$ cat src/rtl/seq_divide_pkg.sv
// Shared types and elaboration helpers for the sequential handshake divider.
package seq_divide_pkg;

    // Controller states of the divider.
    typedef enum logic [1:0] {
        StIdle,
        StCalc,
        StFix,
        StDone
    } div_state_e;

    // Quotient bits resolved per cycle must be 1, 2 or 4.
    function automatic bit steps_legal(input int unsigned steps);
        return (steps == 1) || (steps == 2) || (steps == 4);
    endfunction

    // Width of a down-counter that must hold WidthA/Steps.
    function automatic int unsigned cnt_width(input int unsigned width_a,
                                              input int unsigned steps);
        return $clog2(width_a / steps + 1);
    endfunction

endpackage

$ cat src/rtl/seq_divide_step.sv
// Combinational chain of Steps restoring-division iterations.
module seq_divide_step
    import seq_divide_pkg::*;
#(
    parameter int unsigned WidthB = 32,
    parameter int unsigned Steps  = 1
) (
    input  logic [WidthB:0]   rem_i,
    input  logic [WidthB-1:0] b_i,
    input  logic [Steps-1:0]  bits_i,
    output logic [WidthB:0]   rem_o,
    output logic [Steps-1:0]  q_o
);

    logic [WidthB:0]   rem;
    logic [WidthB+1:0] sh;
    logic [WidthB+1:0] diff;

    // MSB-first: bits_i[Steps-1] is shifted in first and yields q_o[Steps-1].
    always_comb begin
        rem  = rem_i;
        sh   = '0;
        diff = '0;
        q_o  = '0;
        for (int i = Steps - 1; i >= 0; i--) begin
            sh   = {rem, bits_i[i]};
            diff = sh - {2'b00, b_i};
            if (!diff[WidthB+1]) begin
                rem    = diff[WidthB:0];
                q_o[i] = 1'b1;
            end else begin
                rem = sh[WidthB:0];
            end
        end
        rem_o = rem;
    end

endmodule

$ cat src/rtl/seq_divide_hs.sv
// Multi-cycle restoring divider (a = b*q + r) with valid/ready on both sides,
// signed/unsigned per operation and divide-by-zero flagging.
module seq_divide_hs
    import seq_divide_pkg::*;
#(
    parameter int unsigned WidthA = 32,
    parameter int unsigned WidthB = 32,
    parameter int unsigned Steps  = 1
) (
    input  logic              clk_i,
    input  logic              rst_i,
    input  logic              in_valid_i,
    output logic              in_ready_o,
    input  logic [WidthA-1:0] a_i,
    input  logic [WidthB-1:0] b_i,
    input  logic              signed_i,
    output logic              out_valid_o,
    input  logic              out_ready_i,
    output logic [WidthA-1:0] q_o,
    output logic [WidthB-1:0] r_o,
    output logic              div_zero_o,
    output logic              busy_o
);

    localparam int unsigned CntW = cnt_width(WidthA, Steps);
    localparam int unsigned NCyc = WidthA / Steps;
    localparam int unsigned WMax = (WidthA > WidthB) ? WidthA : WidthB;

    if (WidthA % Steps != 0) begin : g_bad_div
        $fatal(1, "seq_divide_hs: WidthA must be a multiple of Steps");
    end
    if (!steps_legal(Steps)) begin : g_bad_steps
        $fatal(1, "seq_divide_hs: Steps must be 1, 2 or 4");
    end
    if (WidthA < 2 || WidthB < 2) begin : g_bad_width
        $fatal(1, "seq_divide_hs: WidthA and WidthB must be at least 2");
    end

    div_state_e        state_q, state_d;
    logic [CntW-1:0]   cnt_q, cnt_d;
    // Dividend magnitude; quotient bits shift in from the LSB as it drains.
    logic [WidthA-1:0] a_q, a_d;
    logic [WidthB:0]   rem_q, rem_d;
    logic [WidthB-1:0] bmag_q, bmag_d;
    logic              neg_q_q, neg_q_d;
    logic              neg_r_q, neg_r_d;
    logic [WidthA-1:0] q_q, q_d;
    logic [WidthB-1:0] r_q, r_d;
    logic              dz_q, dz_d;

    logic              sign_a, sign_b;
    logic [WMax-1:0]   a_wide;
    logic [WidthB:0]   step_rem;
    logic [Steps-1:0]  step_q;

    seq_divide_step #(
        .WidthB (WidthB),
        .Steps  (Steps)
    ) u_step (
        .rem_i  (rem_q),
        .b_i    (bmag_q),
        .bits_i (a_q[WidthA-1 -: Steps]),
        .rem_o  (step_rem),
        .q_o    (step_q)
    );

    // Next-state and datapath updates for the controller.
    always_comb begin
        state_d = state_q;
        cnt_d   = cnt_q;
        a_d     = a_q;
        rem_d   = rem_q;
        bmag_d  = bmag_q;
        neg_q_d = neg_q_q;
        neg_r_d = neg_r_q;
        q_d     = q_q;
        r_d     = r_q;
        dz_d    = dz_q;
        sign_a  = signed_i & a_i[WidthA-1];
        sign_b  = signed_i & b_i[WidthB-1];
        a_wide  = WMax'(a_i);

        unique case (state_q)
            StIdle: begin
                if (in_valid_i) begin
                    a_d     = sign_a ? -a_i : a_i;
                    bmag_d  = sign_b ? -b_i : b_i;
                    neg_q_d = sign_a ^ sign_b;
                    neg_r_d = sign_a;
                    rem_d   = '0;
                    if (b_i == '0) begin
                        q_d     = '1;
                        r_d     = a_wide[WidthB-1:0];
                        dz_d    = 1'b1;
                        state_d = StDone;
                    end else begin
                        cnt_d   = CntW'(NCyc);
                        state_d = StCalc;
                    end
                end
            end
            StCalc: begin
                rem_d = step_rem;
                a_d   = (a_q << Steps) | WidthA'(step_q);
                cnt_d = cnt_q - 1'b1;
                if (cnt_q == CntW'(1)) begin
                    state_d = StFix;
                end
            end
            StFix: begin
                // Truncating division: remainder follows the dividend's sign.
                q_d     = neg_q_q ? -a_q : a_q;
                r_d     = neg_r_q ? -rem_q[WidthB-1:0] : rem_q[WidthB-1:0];
                dz_d    = 1'b0;
                state_d = StDone;
            end
            StDone: begin
                if (out_ready_i) begin
                    state_d = StIdle;
                end
            end
            default: state_d = StIdle;
        endcase
    end

    // State and datapath registers with synchronous reset.
    always_ff @(posedge clk_i) begin
        if (rst_i) begin
            state_q <= StIdle;
            cnt_q   <= '0;
            a_q     <= '0;
            rem_q   <= '0;
            bmag_q  <= '0;
            neg_q_q <= 1'b0;
            neg_r_q <= 1'b0;
            q_q     <= '0;
            r_q     <= '0;
            dz_q    <= 1'b0;
        end else begin
            state_q <= state_d;
            cnt_q   <= cnt_d;
            a_q     <= a_d;
            rem_q   <= rem_d;
            bmag_q  <= bmag_d;
            neg_q_q <= neg_q_d;
            neg_r_q <= neg_r_d;
            q_q     <= q_d;
            r_q     <= r_d;
            dz_q    <= dz_d;
        end
    end

    assign in_ready_o  = (state_q == StIdle);
    assign out_valid_o = (state_q == StDone);
    assign busy_o      = (state_q != StIdle);
    assign q_o         = q_q;
    assign r_o         = r_q;
    assign div_zero_o  = dz_q;

endmodule

$ cat config.mk
export PLATFORM = sky130hd
export DESIGN_NAME = seq_divide_hs
export DESIGN_NICKNAME = d
export VERILOG_FILES = /design/src/rtl/seq_divide_pkg.sv /design/src/rtl/seq_divide_step.sv /design/src/rtl/seq_divide_hs.sv
export SDC_FILE = /design/constraint.sdc
export NUM_CORES = 1
export LEC_CHECK = 0
export BUFFER_PORTS_ARGS = -buffer_cell sky130_fd_sc_hd__buf_4
export CELL_PAD_IN_SITES_DETAIL_PLACEMENT = 2
export CELL_PAD_IN_SITES_GLOBAL_PLACEMENT = 2
export CORE_MARGIN = 1.5
export CORE_UTILIZATION = 31
export DETAILED_ROUTE_END_ITERATION = 7
export PLACE_DENSITY = 0.85
export SETUP_SLACK_MARGIN = 0.15
export SLEW_MARGIN = 20
export SYNTH_ARGS = -nofsm -noshare
export SYNTH_HDL_FRONTEND = slang
export SYNTH_SLANG_ARGS = --single-unit
$ cat constraint.sdc
create_clock -name clk_i -period 3.2 [get_ports clk_i]
set_clock_uncertainty 0.15 [all_clocks]
set_input_delay 0.64 -clock clk_i [delete_from_list [all_inputs] [get_ports clk_i]]
set_output_delay 0.64 -clock clk_i [all_outputs]
set_load 0.01 [all_outputs]
# --- Word-level counts from Yosys, hierarchy flattened ---
# Index checks and enable logic that the tools add are counted.
op_classes:
  reduce_logical: 10
  n_eq_ne: 9
  bitwise: 4
  muxes: 27
  addsub: 6
op_table:
  columns: ["operator", "count"]
  rows:
  - ["$mux W32", 9]
  - ["$pmux W32 S2", 3]
  - ["$neg A32 Y32", 4]
  - ["$mux W33", 2]
  - ["$pmux W33 S2", 1]
  - ["$sub A34 B32 Y34", 1]
  - ["$logic_not A32 Y1", 1]
  - ["$or A32 B1 Y32", 1]
  - ["$mux W6", 2]
  - ["$pmux W6 S2", 1]
  - ["$reduce_and A3 Y1", 3]
  - ["$mux W2", 4]
  - ["$pmux W2 S4", 1]
  - ["$eq A6 B1 Y1 const B", 1]
  - ["$ne A2 B2 Y1 const B", 3]
  - ["$reduce_bool A2 Y1", 3]
  - ["$sub A6 B1 Y6 const B", 1]
  - ["$eq A2 B2 Y1 const B", 2]
  - ["$ne A2 B1 Y1 const B", 2]
  - ["$reduce_and A2 Y1", 2]
  - ["$mux W1", 3]
  - ["$and A1 B1 Y1", 2]
  - ["$eq A2 B1 Y1 const B", 1]
  - ["$logic_not A2 Y1", 1]
  - ["other kinds (2)", 2]
totals:
  output_inout_bits: 68
  inputBits: 69
  regBits: 172
  word_cells: 66

# --- Depth between registers and ports, before layout ---
depth:
  depth_word: 4
  ltp_mapped: 12
  mapped_depth_nobuf: 12

# --- Hierarchy ---
# Synthesis repeated with hierarchy kept, for this count alone.
hier_totals:
  cells_unflattened: 1455
  area_unflattened_um2: 11551.1
modules_own_cells:
  columns: ["module", "cells_per_inst", "area_per_inst_um2", "seq_area_each_um2", "n_inst"]
  rows:
  - ["seq_divide_hs", 1149, 9337.7, 3443.3, 1]
  - ["seq_divide_step", 306, 2213.4, 0.0, 1]

# --- Least setup slack after synthesis ---
# No wires, ideal clock.
synth_timing:
  path_type: "input-to-reg"
  from: "in b_i[0]"
  to: "reg r_q[16], in the netlist r_o[16]"
  slack_ps: -112
  stages: 11
  t_required_ps: 2918
  n_path_buf: 1
  arrival_time_ps: 3029
  path_cell_list: "inv_1 > ha_1 > or4b_4 > or4_4 > nor3_4 > nand3_4 > nor3_4 > nor2_4 > buf_2 > nand2_1 > a21oi_1"
synth_between:
  elab_chain_len: 3
synth_rtl:
  columns: ["element", "line_no", "rtl"]
  rows:
  - ["from (decl)", "seq_divide_hs.sv:15", "input logic [WidthB-1:0] b_i,"]
  - ["$logic_not A32 Y1", "seq_divide_hs.sv:91", "if (b_i == '0) begin"]
  - ["$ne A2 B1 Y1 (no line)", null, null]
  - ["$reduce_and A3 Y1 (no line)", null, null]
  - ["to (signal assigned)", "seq_divide_hs.sv:148", "r_q <= r_d;"]
  - ["to (decl)", "seq_divide_hs.sv:48", "logic [WidthB-1:0] r_q, r_d;"]
# No other way between the ends.
# A chain may end at the register's enable or synchronous reset.

# --- Worst setup path after layout ---
layout_timing:
  from: "reg bmag_q[6]"
  to: "reg rem_q[25]"
layout_between:
  elab_chain_len: 3
layout_rtl:
  columns: ["element", "line_no", "rtl"]
  rows:
  - ["from (decl)", "seq_divide_hs.sv:44", "logic [WidthB-1:0] bmag_q, bmag_d;"]
  - ["from (signal assigned)", "seq_divide_hs.sv:144", "bmag_q <= bmag_d;"]
  - ["$sub A34 B32 Y34", "seq_divide_step.sv:27", "diff = sh - {2'b00, b_i};"]
  - ["$mux W33", "seq_divide_step.sv:28", "if (!diff[WidthB+1]) begin"]
  - ["$pmux W33 S2", "seq_divide_hs.sv:83", "unique case (state_q)"]
  - ["to (signal assigned)", "seq_divide_hs.sv:143", "rem_q <= rem_d;"]
  - ["to (decl)", "seq_divide_hs.sv:43", "logic [WidthB:0] rem_q, rem_d;"]
# No other way between the ends.

==> metrics.md <==
| Metric | Value |
|---|---|
| First-pass GRT wire length | `between 80000 and 90000 um` |
| Buf+Inv Stages, Crit Path | `5` |
| Crit-path max cell delay | `~0.38 ns` |
| Netlist area before placement | `around 11000 um2` |
| Relative slew slack | `0.215` |
| Synth Area in Compound Gates | `0.265` |
| Most common library cells after synthesis | `193 x nand2_1, 172 x dfxtp_1, 135 x nor2_1` |
| Hold_buf cts | `0` |
| Largest area contributor in the netlist | `dfxtp_1` |
| Final HPWL DP | `39200 um` |
| Mux share of post-synthesis cell area | `0.0246` |
| Critical Path End Type | `register` |
| Via count of the first global-routing pass | `14400` |
| Synth Register Bits | `between 150 and 200` |
| Syn Area/Cell | `approximately 7.7 um2` |
| Dpl cells | `~2100` |
| Max IR drop VDD | `between 0.4 and 0.5 mV` |
| Syn-to-layout area delta | `39.4%` |
| Comb pwr share | `0.538` |
| Xor/xnor share of the synthesized area | `0.108` |
| Tcrit/Tclk final | `1.12` |
| Top-count cell post-synth | `nand2_1` |
| Max cap viols | `0` |
| Kind of cell adding the most delay to the critical path | `compound AO/OA/AOI/OAI gates` |
| Clock buffer count from CTS | `17` |
| DR vias | `13600` |
| DIE AREA | `approximately 38000 um2` |
| CTS clock-pin slew for the worst setup and hold paths | `roughly 0.080 ns` |
| WS Path Type | `register to register` |
| Latest clock arrival within the worst-skew pair | `~0.49 ns` |
| Register area | `3460 um2` |
| Hold Vio Cnt, Final | `0` |
| Post-synthesis cell count | `approximately 1500` |
| Final wirelength | `between 60000 and 70000 um` |
| Failing checks | `setup timing` |
| WP data required | `around 3.4 ns` |
| Total core area | `between 30000 and 40000 um2` |
| P_sw | `between 0.005 and 0.006 W` |
| Post-synth ARST share | `0` |
| Crit path DAT | `~3.8 ns` |
| Switch share | `0.478` |
| Pwr dens | `721 nW/um2` |
| Proportion of layout cells with a drive suffix above 1 | `0.306` |
| Number of flops mapped to enable cells by yosys | `0` |
| Main combinational cell family by area after synthesis | `compound AO/OA/AOI/OAI gates` |
| Largest net degree at the start of global routing | `80` |
| Post-Synth Simple-Gate Area | `0.198` |
| Leakage power | `a little over 6 nW` |
| # IOs | `137` |
| Antenna violations before repair | `0` |
| Number of DRC markers in iteration 0 | `1043` |
| Unrepaired setup endpoints after global routing | `true` |
| Sequential Power Share | `0.267` |
| Gp weighted congestion | `about 0.89` |
| Detailed Routing Iterations Pass 1 | `5` |
| H-tree depth | `4` |
| Measured slew at the worst slew-check pin | `1.18 ns` |
| Routed wl met3 | `roughly 3700 um` |
| Top Layer Used | `met4` |
| Synth cell types | `74` |
| Overflow left after global routing | `0` |
| Max FO, Critical Path | `7` |
| Row count | `70` |
| Routed Antenna Nets | `0` |
| PnR worst setup slack | `-0.372 ns` |
| Area share of the largest cell type after synthesis | `0.302` |
| Setup-violating endpoint count in the final report | `35` |
| Clock Path Buffers | `2` |
| Adder-Cell Fraction of Synth Area | `0.0479` |
| Post-DR wirelength/cell | `between 30 and 40 um` |
| Top FF cell, synth | `dfxtp_1` |
| Ys Warns | `0` |
| Cell Area, Placed | `about 14000 um2` |
| Syn Nets | `around 1600` |
| Internal | `0.00598 W` |
| Cell mode on critical path | `buf_4` |
| Final nets | `between 1500 and 2000` |
| WL met1 | `around 25000 um` |
| Slowest CP cell | `dfxtp_1` |
| Port buffer count | `around 140` |
| Drt via density | `approximately 6.1` |
| Fill count | `roughly 4000` |
| Multi-input combinational cell area | `between 8000 and 9000 um2` |
| Fin crit period | `~3.6 ns` |
| Die Span X | `195 um` |
| Initial Util | `0.313` |
| CP cell instances | `inv_1 > ha_4 > o21a_1 > nor2_2 > a2111oi_4 > buf_4 > o2111ai_4 > and2_4 > a211oi_4 > buf_4 > buf_12 > buf_8 > mux2i_1 > o21ai_1` |
| Critical Path Source Type | `register` |
| Die H | `between 150 and 200 um` |
| Final core utilization | `0.436` |
| Pre-CTS WS | `-0.521 ns` |
| Synth area leaders | `dfxtp_1 30%, nand2_1 6.4%, xnor2_1 5.7%, a21oi_1 5.3%, xor2_1 5.1%` |
| CTS tree | `built` |
| CTS sink cnt | `between 150 and 200` |
| Layout Cells excl Fill | `between 2000 and 2500` |
| Met2 WL | `~33000 um` |
| Clk network pwr share | `0.195` |
| Final Cell Area | `about 16000 um2` |
| Root Buffer | `clkbuf_16` |
| # DRC | `0` |
| Tot GR Track Use | `0.298` |
| Slew Viols, Final | `0` |
| Run status | `finished with violations` |
| HP Class | `input pin to register` |
| Peak Freq | `between 0.2 and 0.3 GHz` |
| Sequential-to-total area share from yosys stat | `0.302` |
[through the flow]
stage	power (W)	TNS, ns	hold slack [ns]
final	0.0115	-7.48	0.310
after global routing	0.0119	-8.84	0.324
after CTS	0.0102	-0.121	0.325
after detailed placement	0.00767	-35.25	0.337
after global placement	0.00732	-17.28	0.290
after floorplan	0.00569	-0.718	0.282
[logic make-up (layout without fill, tap and decap cells)]
logic type,Yosys count,in the layout
xor+xnor,141,141
other cells,0,1
simple gates,486,487
compound gates,456,456
fa+ha+maj,43,43
flops,172,172
buf+inv,151,426
mux,28,28
[path summary, 6_finish.rpt]
| path | startpoint | slack (ns) | to | depth (start not counted) |
|---|---|---|---|---|
| min reg2reg | q_o[7] | 0.36 | q_o[7] | 2 |
| min | b_i[21] | 0.31 | bmag_q[21] | 3 |
| max reg2reg | bmag_q[6] | -0.37 | rem_q[25] | 14 |
| max | bmag_q[6] | -0.37 | rem_q[25] | 14 |
[cell usage in the layout (no fill, tap or decap), types with 33 or more instances in the layout]
cell type / instances
inv_1: 42
a21oi_1: 110
a311oi_1: 33
xnor2_1: 74
nand2_1: 189
xor2_1: 65
buf_4: 307
dfxtp_1: 156
nor2_1: 131
o21ai_0: 57
[sequential cells by signal, indices dropped and copies added, names as in the netlist]
register / count
neg_q_q: 1
neg_r_q: 1
q_o: 32
r_o: 32
rem_q: 33
a_q: 32
div_zero_o: 1
state_q: 2
cnt_q: 6
bmag_q: 32
[tightest hold or removal path: stages]
cell and delay [ns]:
buf_4 0.09, xnor2_1 0.12, a211oi_1 0.07
[metal layers]
metal,up-vias,global-route usage
li1,5838,-
met1,6839,0.328
met2,602,0.546
met3,297,0.0507
met4,0,0.157
met5,-,0
[area by class of cell]
cell class,count,share of cell area
flip-flops and latches,172,0.218
clock inverters,15,0.0107
multi-input cells,1155,0.516
clock buffers,17,0.0268
repair buffers,337,0.176
diodes,1,0.000158
inverters,57,0.0146
well taps,468,0.0369
[power groups by stage]
stage | combinational (W) | clock (W) | sequential [W]
2_1_floorplan | 0.00279 | 0 | 0.00290
3_3_place_gp | 0.00436 | 0 | 0.00296
3_5_place_dp | 0.00469 | 0 | 0.00299
4_1_cts | 0.00504 | 0.00222 | 0.00295
5_1_grt | 0.00644 | 0.00233 | 0.00308
6_report | 0.00617 | 0.00224 | 0.00305
[timing repair]
| item | in CTS | in global routing |
|---|---|---|
| cloned | 2 | 1 |
| gates resized for setup | 72 | 133 |
| pin swaps | 26 | 42 |
| endpoints found under the setup margin | 66 | 92 |
| setup buffers | 17 | 22 |
Note: power is estimated with default switching activity, not from simulation.
